File: config.mk
export PLATFORM = sky130hd
export DESIGN_NAME = key_matrix_scan
export DESIGN_NICKNAME = d
export VERILOG_FILES = /design/src/rtl/key_matrix_scan.sv
export SDC_FILE = /design/constraint.sdc
export NUM_CORES = 1
export LEC_CHECK = 0
export CAP_MARGIN = 20
export CORE_ASPECT_RATIO = 0.6
export CORE_UTILIZATION = 55
export DETAILED_ROUTE_END_ITERATION = 8
export PLACE_DENSITY = 0.78
export SYNTH_ARGS = -nofsm -noshare
export SYNTH_HDL_FRONTEND = slang
export SYNTH_SLANG_ARGS = --single-unit
File: constraint.sdc
create_clock -name clk -period 2.6 [get_ports clk]
set_input_delay 0.52 -clock clk [delete_from_list [all_inputs] [get_ports clk]]
set_output_delay 0.52 -clock clk [all_outputs]
set_load 0.02 [all_outputs]
File: src/rtl/key_matrix_scan.sv
// key_matrix_scan: 4x4 keypad row scanner with debounced press/release detection.
// Optional auto-repeat of the held key is built when KEY_REPEAT_EN is defined.
module key_matrix_scan #(
    parameter int unsigned SCAN_DIV     = 1000,
    parameter int unsigned DEBOUNCE_CNT = 4,
    parameter int unsigned REPEAT_DELAY = 50,
    parameter int unsigned REPEAT_RATE  = 10
) (
    input  logic       clk,
    input  logic       rst,
    output logic [3:0] row,
    input  logic [3:0] col,
    output logic [3:0] key_code,
    output logic       key_valid,
    output logic       key_held
);
    localparam int unsigned SLOT_W = $clog2(SCAN_DIV);
    localparam int unsigned DEB_W  = $clog2(DEBOUNCE_CNT + 1);

    if (SCAN_DIV < 2 || DEBOUNCE_CNT < 1 || REPEAT_DELAY < 1 || REPEAT_RATE < 1) begin : g_param_check
        $error("key_matrix_scan: parameter below its minimum");
    end

    typedef enum logic [1:0] {
        SCAN,
        DEBOUNCE,
        PRESSED,
        RELEASE
    } state_t;

    state_t            state_q, state_d;
    logic [SLOT_W-1:0] slot_q, slot_d;
    logic [1:0]        idx_q, idx_d;
    logic [1:0]        cap_col_q, cap_col_d;
    logic [DEB_W-1:0]  deb_cnt_q, deb_cnt_d;
    logic [3:0]        col_m_q, col_s_q;
    logic [3:0]        key_code_q, key_code_d;
    logic              key_valid_q, key_valid_d;
    logic              key_held_q, key_held_d;

    logic              sample;
    logic [1:0]        low_col;
    logic              cap_low;
    logic [DEB_W-1:0]  deb_inc;
    logic              deb_done;

`ifdef KEY_REPEAT_EN
    localparam int unsigned REP_MAX = (REPEAT_DELAY > REPEAT_RATE) ? REPEAT_DELAY : REPEAT_RATE;
    localparam int unsigned REP_W   = $clog2(REP_MAX + 1);

    logic [REP_W-1:0] rep_cnt_q, rep_cnt_d;
    logic             rep_armed_q, rep_armed_d;
    logic [REP_W-1:0] rep_inc;
    logic [REP_W-1:0] rep_target;
`endif

    assign sample    = (slot_q == SLOT_W'(SCAN_DIV - 1));
    assign slot_d    = sample ? '0 : slot_q + SLOT_W'(1);
    assign row       = ~(4'b0001 << idx_q);
    assign key_code  = key_code_q;
    assign key_valid = key_valid_q;
    assign key_held  = key_held_q;

    always_comb begin
        low_col = 2'd3;
        if (!col_s_q[0]) begin
            low_col = 2'd0;
        end else if (!col_s_q[1]) begin
            low_col = 2'd1;
        end else if (!col_s_q[2]) begin
            low_col = 2'd2;
        end
        cap_low  = ~col_s_q[cap_col_q];
        deb_inc  = deb_cnt_q + DEB_W'(1);
        deb_done = (deb_inc == DEB_W'(DEBOUNCE_CNT));

        state_d     = state_q;
        idx_d       = idx_q;
        cap_col_d   = cap_col_q;
        deb_cnt_d   = deb_cnt_q;
        key_code_d  = key_code_q;
        key_valid_d = 1'b0;
        key_held_d  = key_held_q;
`ifdef KEY_REPEAT_EN
        rep_cnt_d   = rep_cnt_q;
        rep_armed_d = rep_armed_q;
        rep_inc     = rep_cnt_q + REP_W'(1);
        rep_target  = rep_armed_q ? REP_W'(REPEAT_RATE) : REP_W'(REPEAT_DELAY);
`endif

        // Every state decision is taken only at the end of a row slot.
        if (sample) begin
            case (state_q)
                SCAN: begin
                    if (col_s_q == 4'b1111) begin
                        idx_d = idx_q + 2'd1;
                    end else begin
                        cap_col_d = low_col;
                        deb_cnt_d = DEB_W'(1);
                        if (DEBOUNCE_CNT == 1) begin
                            state_d     = PRESSED;
                            deb_cnt_d   = '0;
                            key_valid_d = 1'b1;
                            key_code_d  = {idx_q, low_col};
                            key_held_d  = 1'b1;
                        end else begin
                            state_d = DEBOUNCE;
                        end
                    end
                end
                DEBOUNCE: begin
                    if (cap_low) begin
                        deb_cnt_d = deb_inc;
                        if (deb_done) begin
                            state_d     = PRESSED;
                            deb_cnt_d   = '0;
                            key_valid_d = 1'b1;
                            key_code_d  = {idx_q, cap_col_q};
                            key_held_d  = 1'b1;
                        end
                    end else begin
                        deb_cnt_d = '0;
                        idx_d     = idx_q + 2'd1;
                        state_d   = SCAN;
                    end
                end
                PRESSED: begin
                    if (!cap_low) begin
`ifdef KEY_REPEAT_EN
                        rep_cnt_d   = '0;
                        rep_armed_d = 1'b0;
`endif
                        if (DEBOUNCE_CNT == 1) begin
                            deb_cnt_d  = '0;
                            key_held_d = 1'b0;
                            idx_d      = idx_q + 2'd1;
                            state_d    = SCAN;
                        end else begin
                            deb_cnt_d = DEB_W'(1);
                            state_d   = RELEASE;
                        end
                    end else begin
`ifdef KEY_REPEAT_EN
                        // First repeat waits REPEAT_DELAY samples, later ones REPEAT_RATE.
                        if (rep_inc == rep_target) begin
                            key_valid_d = 1'b1;
                            rep_cnt_d   = '0;
                            rep_armed_d = 1'b1;
                        end else begin
                            rep_cnt_d = rep_inc;
                        end
`endif
                    end
                end
                RELEASE: begin
                    if (!cap_low) begin
                        deb_cnt_d = deb_inc;
                        if (deb_done) begin
                            deb_cnt_d  = '0;
                            key_held_d = 1'b0;
                            idx_d      = idx_q + 2'd1;
                            state_d    = SCAN;
                        end
                    end else begin
                        deb_cnt_d = '0;
                        state_d   = PRESSED;
`ifdef KEY_REPEAT_EN
                        rep_cnt_d   = '0;
                        rep_armed_d = 1'b0;
`endif
                    end
                end
                default: state_d = SCAN;
            endcase
        end
    end

    always_ff @(posedge clk) begin
        if (rst) begin
            state_q     <= SCAN;
            slot_q      <= '0;
            idx_q       <= 2'd0;
            cap_col_q   <= 2'd0;
            deb_cnt_q   <= '0;
            col_m_q     <= 4'b1111;
            col_s_q     <= 4'b1111;
            key_code_q  <= 4'd0;
            key_valid_q <= 1'b0;
            key_held_q  <= 1'b0;
`ifdef KEY_REPEAT_EN
            rep_cnt_q   <= '0;
            rep_armed_q <= 1'b0;
`endif
        end else begin
            state_q     <= state_d;
            slot_q      <= slot_d;
            idx_q       <= idx_d;
            cap_col_q   <= cap_col_d;
            deb_cnt_q   <= deb_cnt_d;
            col_m_q     <= col;
            col_s_q     <= col_m_q;
            key_code_q  <= key_code_d;
            key_valid_q <= key_valid_d;
            key_held_q  <= key_held_d;
`ifdef KEY_REPEAT_EN
            rep_cnt_q   <= rep_cnt_d;
            rep_armed_q <= rep_armed_d;
`endif
        end
    end
endmodule

# After elaboration in Yosys (flattened, before gate mapping)
# Index checks and enable logic that the tools add are counted.
totals:
  register_bits: 33
  inputBits: 6
  out_inout_bits: 10
  wordCells: 76
op_classes:
  addsub: 3
  n_lt_le_gt_ge: 1
  n_eq_ne: 16
  n_shift: 1
  n_mux: 29
  n_bitwise: 5
  n_reduce_logical: 11
op_table:
  columns: ["op", "count"]
  rows:
  - ["2-bit two-way mux", 12]
  - ["2-bit inequality test, second input constant", 8]
  - ["3-bit two-way mux", 5]
  - ["3-bit one-hot mux with 4 select lines", 1]
  - ["6-bit AND reduction", 2]
  - ["10-bit by 1-bit adder with 10-bit output, second input constant", 1]
  - ["10-bit equality test, second input constant", 1]
  - ["2-bit one-hot mux with 4 select lines", 1]
  - ["1-bit two-way mux", 7]
  - ["3-bit inequality test, second input constant", 2]
  - ["2-bit one-hot mux with 3 select lines", 1]
  - ["3-bit AND reduction", 2]
  - ["5-bit AND reduction", 1]
  - ["2-bit equality test, second input constant", 2]
  - ["4-bit equality test, second input constant", 1]
  - ["1-bit NOT", 4]
  - ["4-bit NOT", 1]
  - ["4-bit AND reduction", 1]
  - ["4-bit OR reduction", 1]
  - ["1-bit by 2-bit << shifter with 4-bit output, first input constant", 1]
  - ["3-bit by 1-bit adder with 3-bit output, second input constant", 1]
  - ["3-bit equality test, second input constant", 1]
  - ["2-bit by 3-bit < comparator with 1-bit output, second input constant", 1]
  - ["3-bit nonzero test", 1]
  - ["7 further kinds", 7]

# Logic depth before layout (Yosys ltp)
logic_depth:
  depth_word: 5
  depth_mapped: 5

# Least setup slack after synthesis
# OpenSTA, ideal clock, no wires.
synth_timing:
  path_kind: "reg2reg"
  startpoint: "register cap_col_q[0]"
  endpoint: "register key_code_q[0] (netlist: key_code[0])"
  arrival_ps: 1676
  t_required_ps: 2468
  path_slack_ps: 791
  stages_incl_launch_ff: 5
  n_path_buf: 0
  synth_period_minus_slack_ps: 1809
  path_cell_list: "dfxtp_1 > mux4_2 > or4b_4 > o21ai_1 > a21oi_1"
synth_via:
  elab_chain_len: 4
synth_lines:
  columns: ["element", "line_no", "rtl"]
  rows:
  - ["start: declaration", "34", "logic [1:0] cap_col_q, cap_col_d;"]
  - ["start signal: assignment", "198", "cap_col_q <= cap_col_d;"]
  - ["1-bit binary-select mux with 2-bit select", "73", "cap_low = ~col_s_q[cap_col_q];"]
  - ["1-bit two-way mux (not written as such)", "73", null]
  - ["1-bit NOT (no line)", null, null]
  - ["4-bit AND reduction (no line)", null, null]
  - ["end signal: assignment", "202", "key_code_q <= key_code_d;"]
  - ["end: declaration", "37", "logic [3:0] key_code_q, key_code_d;"]
# Several ways; a longest one is shown, not always the timed one. The select of a mux whose other input is x is not followed.
# A chain may end at the register's enable or synchronous reset.

# Worst setup path in the final report
layout_timing:
  startpoint: "register idx_q[1]"
  endpoint: "output row[1]"
layout_via:
  elab_chain_len: 2
layout_lines:
  columns: ["element", "line_no", "rtl"]
  rows:
  - ["start: declaration", "33", "logic [1:0] idx_q, idx_d;"]
  - ["start signal: assignment", "197", "idx_q <= idx_d;"]
  - ["1-bit by 2-bit << shifter with 4-bit output", "59", "assign row = ~(4'b0001 << idx_q);"]
  - ["4-bit NOT", "59", null]
  - ["end: declaration", "11", "output logic [3:0] row,"]
# No other way between the ends.

==> results.toml <==
[run_status]
status = "complete, no violations"

[global_route]
antenna_found_initial = 0
grt_max_degree = 19
grt_pass1_vias = 1128
grt_pass1_wl_um = 5237
grt.total_usage_pct = 23.63
grt_overflow = 0

[synthesis]
yosysTopAreaCell = "dfxtp_1"
synth_edf_count = 0
yosysTopAreaCellShare_pct = 43.28
synth_xor_area_share_pct = 6.311
synthSimpleGateAreaFrac_pct = 25.33
synth_top_family_by_area = "simple AND/OR/NAND/NOR gates"
synth_area_per_cell_um2 = 9.032
synth_common_cells = "dfxtp_1, nor2_1, inv_1"
async_reset_ff_share_pct = 0
synth_area_mm2 = 0.001526
post_synth_num_cell_types = 38
synth_fa_ha_area_share_pct = 5.738
ys.warnings.count = 0
syn-num-nets = 182
synth_compound_area_share_pct = 11.80
seq_area_frac_synth_pct = 43.28
synth-seq-cells = 33
synth_area_leaders = "dfxtp_1, ha_1, xnor2_1"
synthMuxAreaShare_pct = 2.869
post-synth-top-count-cell = "dfxtp_1"
synthFlopType = "dfxtp_1"
synthCells = 169

[critical_path]
path_class = "flip-flop to output pin"
arrival_ps = 1680
cp_common_cell = "inv_1"
worst_path_max_delay_cell = "clkdlybuf4s50_1"
worstPathCellList = "inv_1 -> ha_1 -> inv_1 -> clkdlybuf4s50_1"
path_delay_family = "buffers and inverters"
required_ps = 2080
end_kind = "output pin"
worstSetupStartpointType = "flip-flop"
crit_buf_inv = 3
cp_slowest_stage_delay_ps = 610
crit_fanout = 5

[routing]
drt-initial-drc-count = 80
top_layer = "met4"
wirelength_um = 3138
drc = 0
met2_length_um = 1305
ant_nets = 0
vias = 1241
route.met3.wl_um = 243
wl_per_cell_um = 14.33
vias_per_cell = 5.667
wl_met1_um = 1521
dr.pass1.iters = 4

[timing]
hold_violations = 0
fin_ws_ps = 401.1
relSlewSlack_pct = 60.51
fin_crit_sh_pct = 84.57
rsz0062_at_grt = "no"
tns_ps = 0
timing.hold.ws_ps = 408.0
finalSetupViolations = 0
period_needed_ps = 2199
fmax_ghz = 0.4548
worst_pin_slew_ps = 587.8
skew_ps = 6.554
drv_slew = 0

[cells_and_area]
regArea_um2 = 660.6
final_nets = 199
nFillCells = 190
fin_util_pct = 70.02
multi_input_area_um2 = 794.5
antennaDiodeCount = 0
drive_gt1_share_pct = 11.76
syn_to_final_growth_pct = 18.11
final_cells = 219

[clock_tree]
numCtsBuffers = 5
hold_buffers = 0
cts_root_buf = "clkbuf_8"
post_cts_resize_count = 0
h-tree-depth = 2
clk_pin_slew_worst_paths_ps = 70
cts_tree = "built"
clock_latency_ps = 290
cts_setup_buffers = 0
cts.path.max_buffers = 2
cts_sinks = 33

[floorplanning]
core-area_mm2 = 0.002575
io_pins = 16
fp-row-count = 14
start_util_pct = 59.28
die_height_um = 42.81
fp.dieArea_mm2 = 0.002997
die_w_um = 70.01

[pwr]
peakVddDrop_v = 0.0003518
powerDensity_mw_per_mm2 = 554.8
power.leakage_uw = 0.0006837

[placed_design]
dp.cells = 211
gp_congestion = 0.8479
place_ws_ps = 624.6
place_hpwl_um = 2278
io_buffer_count = 15

[run]
max_cap_violations = 0

[worst_hold_path]
hold_path_class = "flip-flop to flip-flop"
logic make-up after synthesis:
kind of cell               after synthesis
AOI/OAI and AO/OA                       27
xor gates and xnor gates                11
adders and majority gates                7
buffers and inverters                   19
DFF                                     33
muxes                                    3
and+or+nand+nor                         69
layer usage:
metal  vias up  GRT usage, %
met3         9         10.69
met4         0         9.600
met1       557         31.21
met5         -             0
met2        49         33.46
li1        626             -
state kept, by name, summed over array words and instances, names as in the netlist, named ones only:
signal     cells
cap_col_q      2
key_code       4
state_q        1
key_valid      1
idx_q          2
deb_cnt_q      3
slot_q        10
key_held       1
col_m_q        4
col_s_q        4
report_power, final:
| group | switching, uW | total, uW | internal, uW |
|---|---|---|---|
| sequential | 7.93 | 526 | 518 |
| combinational | 28.2 | 55.0 | 26.8 |
| clock | 180 | 419 | 239 |
path summary, 6_finish.rpt:
| kind | slack, ps | cells past startpoint | from | endpoint |
|---|---|---|---|---|
| worst max register to register | 560 | 5 | deb_cnt_q[0] | idx_q[0] |
| worst min register to register | 410 | 1 | col_m_q[0] | col_s_q[0] |
| worst min-delay path | 410 | 1 | col_m_q[0] | col_s_q[0] |
| worst max-delay path | 400 | 4 | idx_q[1] | row[1] |
layout make-up:
class                   count  share of cell area [%]
inverters                  13                   2.706
repair buffers             16                   8.744
clock buffers               7                   5.344
flip-flops and latches     33                   36.64
clock inverters             1                  0.2776
multi-input cells         117                   44.07
well taps                  32                   2.221
cell usage in the layout (no fill, tap or decap), drive strengths merged, types with 2 or more instances in the layout:
master	instances
dfxtp	33
nand3	9
clkbuf	7
xor2	3
or2	8
a211oi	2
o2111ai	2
nand4	3
clkdlybuf4s50	15
nor2b	2
and4	3
nand2	8
o31ai	2
xnor2	8
and3	3
o21ai	5
inv	13
a21oi	8
nand2b	3
nor3	8
a31oi	3
nor2	15
ha	7
per-stage QoR:
stage	total power, uW	cell area [um^2]
after floorplan	570.8	1526
after global placement	590.2	1702
after detailed placement	591.9	1702
after CTS	1011	1803
after global routing	1043	1803
final	1000	1803
No activity file was read; power rests on OpenSTA's default activity.
